==> src/rtl/sdram_port_arbiter.sv <==
// Round-robin arbiter sharing one Avalon-MM SDRAM port among NUM_REQ masters.
// A tag FIFO records {owner, burstcount} per accepted read so return beats are steered back.
module sdram_port_arbiter #(
  parameter int NUM_REQ   = 4,
  parameter int ADDR_W    = 30,
  parameter int DATA_W    = 32,
  parameter int BURST_W   = 8,
  parameter int TAG_DEPTH = 8
) (
  input  logic                          clk_clk,
  input  logic                          reset_reset_n,
  input  logic [NUM_REQ*ADDR_W-1:0]     req_address,
  input  logic [NUM_REQ*BURST_W-1:0]    req_burstcount,
  input  logic [NUM_REQ-1:0]            req_read,
  input  logic [NUM_REQ-1:0]            req_write,
  input  logic [NUM_REQ*DATA_W-1:0]     req_writedata,
  input  logic [NUM_REQ*DATA_W/8-1:0]   req_byteenable,
  output logic [NUM_REQ-1:0]            req_waitrequest,
  output logic [DATA_W-1:0]             req_readdata,
  output logic [NUM_REQ-1:0]            req_readdatavalid,
  output logic [ADDR_W-1:0]             avm_address,
  output logic [BURST_W-1:0]            avm_burstcount,
  output logic                          avm_read,
  output logic                          avm_write,
  output logic [DATA_W-1:0]             avm_writedata,
  output logic [DATA_W/8-1:0]           avm_byteenable,
  input  logic                          avm_waitrequest,
  input  logic [DATA_W-1:0]             avm_readdata,
  input  logic                          avm_readdatavalid
);
  localparam int GW   = (NUM_REQ > 1) ? $clog2(NUM_REQ) : 1;
  localparam int TW   = (TAG_DEPTH > 1) ? $clog2(TAG_DEPTH) : 1;
  localparam int BE_W = DATA_W / 8;

  typedef enum logic [1:0] {ARB = 2'd0, CMD = 2'd1, WBURST = 2'd2} state_t;

  state_t              state_r, state_s;
  logic [GW-1:0]       ptr_r, ptr_s, grant_r, grant_s, pick_s, grant_inc_s;
  logic [BURST_W-1:0]  beats_left_r, beats_left_s, ret_cnt_r, head_len_s;
  logic [GW-1:0]       tag_owner_r [TAG_DEPTH];
  logic [BURST_W-1:0]  tag_len_r [TAG_DEPTH];
  logic [TW-1:0]       wr_idx_r, rd_idx_r;
  logic [TW:0]         count_r;
  logic [NUM_REQ-1:0]  active_s;
  logic                g_read_s, g_write_s, rd_acc_s, wr_acc_s;
  logic                push_s, pop_s, beat_s, empty_s, full_s, block_s;

  assign active_s       = req_read | req_write;
  assign g_read_s       = req_read[grant_r];
  assign g_write_s      = req_write[grant_r];
  assign avm_address    = req_address[int'(grant_r)*ADDR_W +: ADDR_W];
  assign avm_burstcount = req_burstcount[int'(grant_r)*BURST_W +: BURST_W];
  assign avm_writedata  = req_writedata[int'(grant_r)*DATA_W +: DATA_W];
  assign avm_byteenable = req_byteenable[int'(grant_r)*BE_W +: BE_W];
  assign grant_inc_s    = (grant_r == GW'(NUM_REQ-1)) ? '0 : grant_r + 1'b1;

  assign head_len_s = tag_len_r[rd_idx_r];
  assign empty_s    = (count_r == '0);
  assign full_s     = (count_r == (TW+1)'(TAG_DEPTH));
  assign beat_s     = avm_readdatavalid & ~empty_s;
  assign pop_s      = beat_s & (ret_cnt_r == head_len_s - BURST_W'(1));
  // A final return beat frees its slot in the same cycle, so a full FIFO can still accept then.
  assign block_s    = full_s & ~pop_s;
  assign push_s     = rd_acc_s;
  assign req_readdata = avm_readdata;

  // Round-robin pick: scanning downward lets the nearest requester after ptr win.
  always_comb begin
    pick_s = ptr_r;
    for (int k = NUM_REQ-1; k >= 0; k--) begin
      pick_s = active_s[(int'(ptr_r) + k) % NUM_REQ] ? GW'((int'(ptr_r) + k) % NUM_REQ) : pick_s;
    end
  end

  // Next-state, grant/pointer update and command-side strobes.
  always_comb begin
    state_s         = state_r;
    grant_s         = grant_r;
    ptr_s           = ptr_r;
    beats_left_s    = beats_left_r;
    avm_read        = 1'b0;
    avm_write       = 1'b0;
    req_waitrequest = '1;
    rd_acc_s        = 1'b0;
    wr_acc_s        = 1'b0;
    case (state_r)
      ARB: begin
        if (|active_s) begin
          grant_s = pick_s;
          state_s = CMD;
        end else begin
          state_s = ARB;
        end
      end
      CMD: begin
        avm_read  = g_read_s & ~block_s;
        avm_write = g_write_s & ~g_read_s;
        req_waitrequest[grant_r] = avm_waitrequest | (g_read_s & block_s);
        rd_acc_s = avm_read & ~avm_waitrequest;
        wr_acc_s = avm_write & ~avm_waitrequest;
        if (rd_acc_s) begin
          ptr_s   = grant_inc_s;
          state_s = ARB;
        end else if (wr_acc_s) begin
          ptr_s = grant_inc_s;
          if (avm_burstcount > BURST_W'(1)) begin
            beats_left_s = avm_burstcount - BURST_W'(1);
            state_s      = WBURST;
          end else begin
            state_s = ARB;
          end
        end else if (!g_read_s && !g_write_s) begin
          state_s = ARB;
        end else begin
          state_s = CMD;
        end
      end
      WBURST: begin
        avm_write = g_write_s;
        req_waitrequest[grant_r] = avm_waitrequest;
        wr_acc_s = avm_write & ~avm_waitrequest;
        if (wr_acc_s) begin
          beats_left_s = beats_left_r - BURST_W'(1);
          state_s      = (beats_left_r == BURST_W'(1)) ? ARB : WBURST;
        end else begin
          state_s = WBURST;
        end
      end
      default: begin
        state_s = ARB;
      end
    endcase
  end

  // Return-beat steering to the owner recorded at the FIFO head.
  always_comb begin
    req_readdatavalid = '0;
    if (beat_s) begin
      req_readdatavalid[tag_owner_r[rd_idx_r]] = 1'b1;
    end else begin
      req_readdatavalid = '0;
    end
  end

  // Arbiter state, write-burst counter and tag FIFO storage.
  always_ff @(posedge clk_clk or negedge reset_reset_n) begin
    if (!reset_reset_n) begin
      state_r      <= ARB;
      ptr_r        <= '0;
      grant_r      <= '0;
      beats_left_r <= '0;
      wr_idx_r     <= '0;
      rd_idx_r     <= '0;
      count_r      <= '0;
      ret_cnt_r    <= '0;
      for (int i = 0; i < TAG_DEPTH; i++) begin
        tag_owner_r[i] <= '0;
        tag_len_r[i]   <= '0;
      end
    end else begin
      state_r      <= state_s;
      ptr_r        <= ptr_s;
      grant_r      <= grant_s;
      beats_left_r <= beats_left_s;
      count_r      <= count_r + (TW+1)'(push_s) - (TW+1)'(pop_s);
      if (push_s) begin
        tag_owner_r[wr_idx_r] <= grant_r;
        tag_len_r[wr_idx_r]   <= avm_burstcount;
        wr_idx_r              <= wr_idx_r + 1'b1;
      end
      if (pop_s) begin
        rd_idx_r <= rd_idx_r + 1'b1;
      end
      if (beat_s) begin
        ret_cnt_r <= pop_s ? '0 : ret_cnt_r + 1'b1;
      end
    end
  end
endmodule

==> config.mk <==
export PLATFORM = sky130hd
export DESIGN_NAME = sdram_port_arbiter
export DESIGN_NICKNAME = d
export VERILOG_FILES = /design/src/rtl/sdram_port_arbiter.sv
export SDC_FILE = /design/constraint.sdc
export NUM_CORES = 1
export LEC_CHECK = 0
export CORE_AREA = 2 2 176 178
export CTS_CLUSTER_DIAMETER = 80
export DETAILED_ROUTE_END_ITERATION = 8
export DIE_AREA = 0 0 178 180
export HOLD_SLACK_MARGIN = 0.03
export PLACE_DENSITY = 0.58
export SLEW_MARGIN = 20
export SYNTH_ARGS = -nofsm -noshare
export SYNTH_HDL_FRONTEND = slang
export SYNTH_SLANG_ARGS = --single-unit
==> constraint.sdc <==
create_clock -name clk_clk -period 5.3 [get_ports clk_clk]
set_input_delay 0.53 -clock clk_clk [delete_from_list [all_inputs] [get_ports clk_clk]]
set_output_delay 0.53 -clock clk_clk [all_outputs]
set_load 0.03 [all_outputs]
Word-level counts from Yosys, hierarchy flattened
Cells that the tools add are included.

word-level totals
  output and inout bits = 116
  logic and storage cells = 161
  input port bits = 340
  register bits after elaboration = 112

cells by class
  reduce and logical (&&, ||, !) cells = 17
  bitwise logic cells = 24
  $lt $le $gt $ge = 12
  shifts and indexed selects = 4
  equal/unequal tests = 10
  multiply operators = 1
  add/subtract/negate cells = 12
  mux-type cells = 57

operators by type and width
  cell                   count
  $shiftx A128 B8 Y32    1
  $shiftx A120 B8 Y30    1
  $bwmux W64             1
  $mux W8                8
  $shiftx A32 B6 Y8      1
  $mux W2                15
  $bmux W8 S3            1
  $demux W8 S3           1
  $sub A8 B1 Y8 const B  3
  $bwmux W16             1
  $pmux W8 S2            1
  $shiftx A16 B5 Y4      1
  $mux W1                15
  $bmux W1 S2            6
  $lt A3 B4 Y1 const B   3
  $or A4 B4 Y4           3
  $and A1 B1 Y1          9
  $lt A2 B3 Y1 const B   3
  $add A8 B1 Y8 const B  1
  $eq A8 B1 Y1 const B   1
  $eq A8 B8 Y1           1
  $ge A4 B4 Y1 const B   2
  $gt A8 B1 Y1 const B   1
  $ne A2 B2 Y1 const B   4
  32 further kinds       53

Depth between registers and ports, before layout
  depth in word-level cells = 15
  depth in mapped cells = 18
  depth with buffers taken out = 17

Worst setup path before layout
Ideal clock, no wire load.

  kind = register -> register
  start = reg rd_idx_r[0]
  end = reg count_r[2]
  library setup time = 123 ps
  arrival = 4032 ps
  path buffers = 2
  stages on the path, launching flop included = 19
  slack = 1145 ps
  path through = dfrtp_1 -> buf_6 -> mux4_2 -> mux2i_4 -> ha_1 -> nand2_1 -> or3_1 -> nand4_1 -> o221a_2 -> o2111ai_4 -> buf_6 -> a21oi_1 -> inv_1 -> ha_1 -> inv_1 -> ha_1 -> inv_1 -> fa_1 -> xnor2_1

between the ends
  longest elaborated chain between the ends = 15

ends and longest elaborated chain
  item                                             line  text
  start, declared                                  42    logic [TW-1:0] wr_idx_r, rd_idx_r;
  start signal, assigned                           172   rd_idx_r <= rd_idx_r + 1'b1;
  $not A3 Y4 (not written as such) (*)             57    assign head_len_s = tag_len_r[rd_idx_r];
  $bmux W8 S3 (*)                                  57
  $mux W8 (not written as such) (*) (2 in series)  57
  $sub A8 B1 Y8 (*)                                61    assign pop_s = beat_s & (ret_cnt_r == head_len_s - BURST_W'(1));
  $eq A8 B8 Y1 (*)                                 61
  $and A1 B1 Y1 (*)                                61
  $not A1 Y1                                       63    assign block_s = full_s & ~pop_s;
  $and A1 B1 Y1                                    63
  $not A1 Y1                                       96    avm_read = g_read_s & ~block_s;
  $and A1 B1 Y1                                    96
  $and A1 B1 Y1                                    99    rd_acc_s = avm_read & ~avm_waitrequest;
  $mux W1                                          86    case (state_r)
  $add A4 B1 Y4                                    165   count_r <= count_r + (TW+1)'(push_s) - (TW+1)'(pop_s);
  $sub A4 B1 Y4 (*)                                165
  end signal, assigned                             165
  end, declared                                    43    logic [TW:0] count_r;

Mark *: on every way between the ends. The rest lies on a longest branch, timed or not. The select of a mux whose other input is x is not followed.
A chain may end at the register's enable or synchronous reset.

Worst setup path in the final report
  start = reg rd_idx_r[1]
  end = out req_waitrequest[3]

between the ends
  longest elaborated chain between the ends = 13

ends and longest elaborated chain
  item                                         line  text
  $not A3 Y4 (not written as such)             57
  $bmux W8 S3                                  57
  $mux W8 (not written as such) (2 in series)  57
  $sub A8 B1 Y8                                61
  $eq A8 B8 Y1                                 61
  $and A1 B1 Y1                                61
  $not A1 Y1                                   63
  $and A1 B1 Y1                                63
  $and A1 B1 Y1                                98    req_waitrequest[grant_r] = avm_waitrequest | (g_read_s & block_s);
  $or A1 B1 Y1                                 98
  $or A4 B4 Y4 (no source line)                -
  $pmux W4 S2                                  86
  end, declared                                18    output logic [NUM_REQ-1:0] req_waitrequest,

Every way passes these cells. The select of a mux whose other input is x is not followed.

==> reports/metrics.sh <==
DRTANTENNAVIOLNETS=0
STATIC-LEAKAGE-POWER_nW=4.92
CTSRESIZECOUNT=0
FLOORPLAN.CORE_AREA_UM2=30200
CTS_POST_SETUP_BUFFERS_INSERTED=0
TIMING.CRITICAL_PATH.FANOUT_MAX=16
POWER_DENSITY_nW_PER_UM2=531
SYNTH.TOP_CELL.AREA_SHARE_PCT=34.1
CTS-HTREE-LEVELS=3
SYN-INSTANCE-COUNT=645
SYNTH_COMMON_CELLS='sky130_fd_sc_hd__dfrtp_1 (112), sky130_fd_sc_hd__mux4_2 (96), sky130_fd_sc_hd__mux2_2 (85)'
CLOCK_GROUP_SHARE_OF_TOTAL_POWER_PCT=10.9
POWER.SWITCHING_mW=3.02
IR_WORST_VDD_uV=197
WORSTREGTOREGCELLS=17
LAYOUT_OVERHEAD_ON_THE_SYNTHESIZED_AREA_PCT=54.0
FIN_SETUP_TNS_NS=0
REG2REG_SETUP_SLACK_NS=0.87
YS.FLOP_TYPE='sky130_fd_sc_hd__dfrtp_1'
CTS.SINK_COUNT=112
DRT-WIRELENGTH-PER-CELL_UM=29.3
GRT_SETUP_UNREPAIRED='no'
POSTCTSHOLDBUFS=0
SYNTH_MOST_COMMON_CELL='sky130_fd_sc_hd__dfrtp_1'
POST_ROUTE_CELLS_DRIVE_ABOVE_1_SHARE_PCT=23.2
REG2REG_TO='count_r[2]'
GLOBAL_ROUTE.USAGE.TOTAL_PCT=25.5
YOSYS_WARNINGS=0
POSTSYNTHAREAPERCELL_UM2=12.7
DIE_X_UM=178
TIMING.FINAL.MAX_SLEW_VIOLATIONS=0
SETUP_VIOLATIONS=0
NUMBER_OF_ANTENNA_VIOLATIONS_AT_THE_FIRST_CHECK_IN_GLOBAL_ROUTING=18
FINAL.SETUP_SKEW_NS=0.00931
POWER.SHARE.SEQUENTIAL_PCT=24.5
ARRIVAL_TIME_AT_THE_WORST_ENDPOINT_NS=4.35
GLOBAL_ROUTE.OVERFLOW_TOTAL=0
CTS-BUFFERS-INSERTED=9
STATUS='finished clean'
CTS_TREE='built'
SHARE_COMB_OF_TOTAL_POWER_PCT=64.6
SETUP_SLACK_NS=0.424
WIRE_LENGTH_OF_THE_FIRST_GLOBAL_ROUTING_PASS_UM=56100
GRT_MAX_DEGREE=66
NETLIST_AREA_BEFORE_PLACEMENT_UM2=8210
VIAS_IN_THE_FIRST_GLOBAL_ROUTE=7521
ASYNC_SET_OR_RESET_REGISTER_RATIO_AFTER_SYNTHESIS_PCT=100
MAXCLOCKFREQUENCY_MHz=205
WORST_EP_REQUIRED_TIME_NS=4.77
VIA_COUNT=7412
AVGVIACOUNTPERCELL=5.31
CLOCK-ROOT-BUFFER='sky130_fd_sc_hd__clkbuf_16'
DR.PASS1.ITERS=5
YOSYSTOPAREACELL='sky130_fd_sc_hd__dfrtp_1'
PLACE_WS_NS=0.808
YOSYS-TOP-CELLS-AREA='sky130_fd_sc_hd__dfrtp_1 (34%), sky130_fd_sc_hd__mux4_2 (26%), sky130_fd_sc_hd__mux2_2 (12%)'
ROUTABILITYCONGESTION=0.956
CRITICAL_PATH_CLASS='flop to output port'
STDCELL_COUNT=1395
FINAL_ROUTED_WIRELENGTH_ACROSS_ALL_METAL_LAYERS_UM=40900
FINAL.MIN_CLOCK_PERIOD_NS=4.88
SYN-NUM-NETS=1008
TIMING.MAX_SLEW.REL_SLACK_PCT=40.2
FINAL_NETS=1350
DIE-AREA_UM2=32000
WORST-SLEW-PIN-TRANSITION_NS=0.897
CTS.PATH.MAX_BUFFERS=2
SHARE_OF_THE_CLOCK_PERIOD_USED_BY_THE_WORST_PATH_AFTER_LAYOUT_PCT=92.0
NUMBER_OF_ENDPOINTS_WITH_NEGATIVE_HOLD_SLACK_IN_THE_FINAL_REPORT=0
SYNTH-EDFF-COUNT=0
PLACEMENT.IO_BUFFERS=391
MAX_CAPACITANCE_VIOLATION_COUNT=0
DRT_ITER0_MARKERS=571
PLACEMENTROWS=64
RR_STARTPOINT='rd_idx_r[1]'
ROUTE.DETAILED.DRC=0
SYNTH_SEQUENTIAL_AREA_RATIO_PCT=34.1
CRIT_END_ELEMENT='output port'
POWER.INTERNAL_mW=3.69
CLOCK_INSERTION_DELAY_WORST_SKEW_NS=0.36
SETUP.WORST_PATH.START='rd_idx_r[1]'
DIE_Y_UM=180
PLACE_INST=1372
DETAILEDPLACEMENTHPWL_UM=34000
SYNTH.DISTINCT_CELLS=53
STARTING_DENSITY_OF_THE_CORE_PCT=27.2
SW_FRAC_OF_TOTAL_PCT=45.0
IO_PINS=456
SETUP.WORST_PATH.START_CLASS='flop'
HOLDCRITPATHCLASS='input port to async pin'
YS_FF_LATCH=112
CLK_PIN_SLEW_NS=0.08
==> critical path, cell delays in order, from the launching register on <==
cell and delay, ns:
sky130_fd_sc_hd__dfrtp_1 0.78, sky130_fd_sc_hd__mux4_2 0.40, sky130_fd_sc_hd__mux2_2 0.29, sky130_fd_sc_hd__inv_1 0.10, sky130_fd_sc_hd__ha_1 0.30, sky130_fd_sc_hd__nand2_1 0.10
sky130_fd_sc_hd__or3_1 0.32, sky130_fd_sc_hd__nand4_1 0.11, sky130_fd_sc_hd__o221a_2 0.24, sky130_fd_sc_hd__o2111ai_4 0.18, sky130_fd_sc_hd__a311oi_1 0.30, sky130_fd_sc_hd__buf_4 0.19
sky130_fd_sc_hd__nand2_1 0.07, sky130_fd_sc_hd__clkdlybuf4s50_1 0.60
==> area by class of cell <==
class | count | area (um2)
Sequential cell | 112 | 2810
Fill cell | 2880 | 17500
Inverter | 25 | 93.8
Clock inverter | 7 | 83.8
Antenna cell | 7 | 17.5
Multi-Input combinational cell | 435 | 4900
Timing Repair Buffer | 404 | 4020
Clock buffer | 9 | 225
Tap cell | 396 | 495
==> logic make-up after synthesis <==
family,synth area share (%)
AO/OA/AOI/OAI,6.55
XOR/XNOR,2.03
adder cells (fa/ha/maj),3.60
buffers and inverters,6.20
flip-flops,34.1
multiplexers,40.0
AND/OR/NAND/NOR,7.47
==> metal layers <==
metal	wire [um]	global-route usage, %	vias to the layer above
li1	-	-	3129
met5	81	0	-
met2	18200	38.3	463
met3	5360	11.9	67
met4	1050	7.90	12
met1	16200	32.4	3741
==> cells in the final DEF (no fill, tap or decap), drive strengths merged, types with 3 or more instances in the layout <==
master	Yosys	routed
o211ai	4	4
and2	5	5
nand2	34	34
o22ai	8	8
mux2	87	87
diode	0	7
clkdlybuf4s50	0	388
and3	3	3
nor4	4	4
nor2b	7	7
buf	47	16
o21ai	17	17
nand4	5	5
mux4	96	96
nor3b	3	3
mux2i	13	13
xnor2	8	8
nand3	16	16
nor2	25	25
nand3b	4	4
ha	22	22
inv	25	30
a21oi	25	25
nand2b	6	6
dfrtp	112	112
xor2	11	11
clkbuf	26	9
nor3	6	6
==> state kept, by name, indices dropped and copies added (netlist names) <==
signal / count
grant_r: 2
ret_cnt_r: 8
wr_idx_r: 3
rd_idx_r: 3
tag_len_r: 64
beats_left_r: 8
ptr_r: 2
count_r: 4
state_r: 2
tag_owner_r: 16
==> power by group through the flow <==
stage          Combinational, mW  Clock, mW  Sequential (mW)
2_1_floorplan               3.01          0             1.42
3_3_place_gp                4.30          0             1.67
3_5_place_dp                4.32          0             1.66
4_1_cts                     4.35      0.739             1.65
5_1_grt                     4.62      0.778             1.71
6_report                    4.34      0.730             1.65
==> stage by stage <==
stage | hold slack, ns | total power [mW] | cell area, um2 | utilization (%)
global placement | 0.479 | 5.96 | 12300 | 40.8
finish | 0.282 | 6.71 | 12600 | 41.9
detailed placement | 0.486 | 5.98 | 12300 | 40.8
floorplan | 0.234 | 4.43 | 8210 | -
CTS | 0.319 | 6.74 | 12600 | 41.8
global route | 0.352 | 7.11 | 12600 | 41.8
==> how the worst max path moves through the flow <==
stage / to / slack [ns] / depth (start not counted)
2_1_floorplan: count_r[2] / 1.15 / 18
3_3_place_gp: req_waitrequest[3] / 0.88 / 13
3_5_place_dp: avm_read / 0.81 / 12
4_1_cts: avm_read / 0.39 / 12
5_1_grt: avm_read / 0.10 / 12
6_report: req_waitrequest[3] / 0.42 / 13
Power figures use the tool's default switching activity.
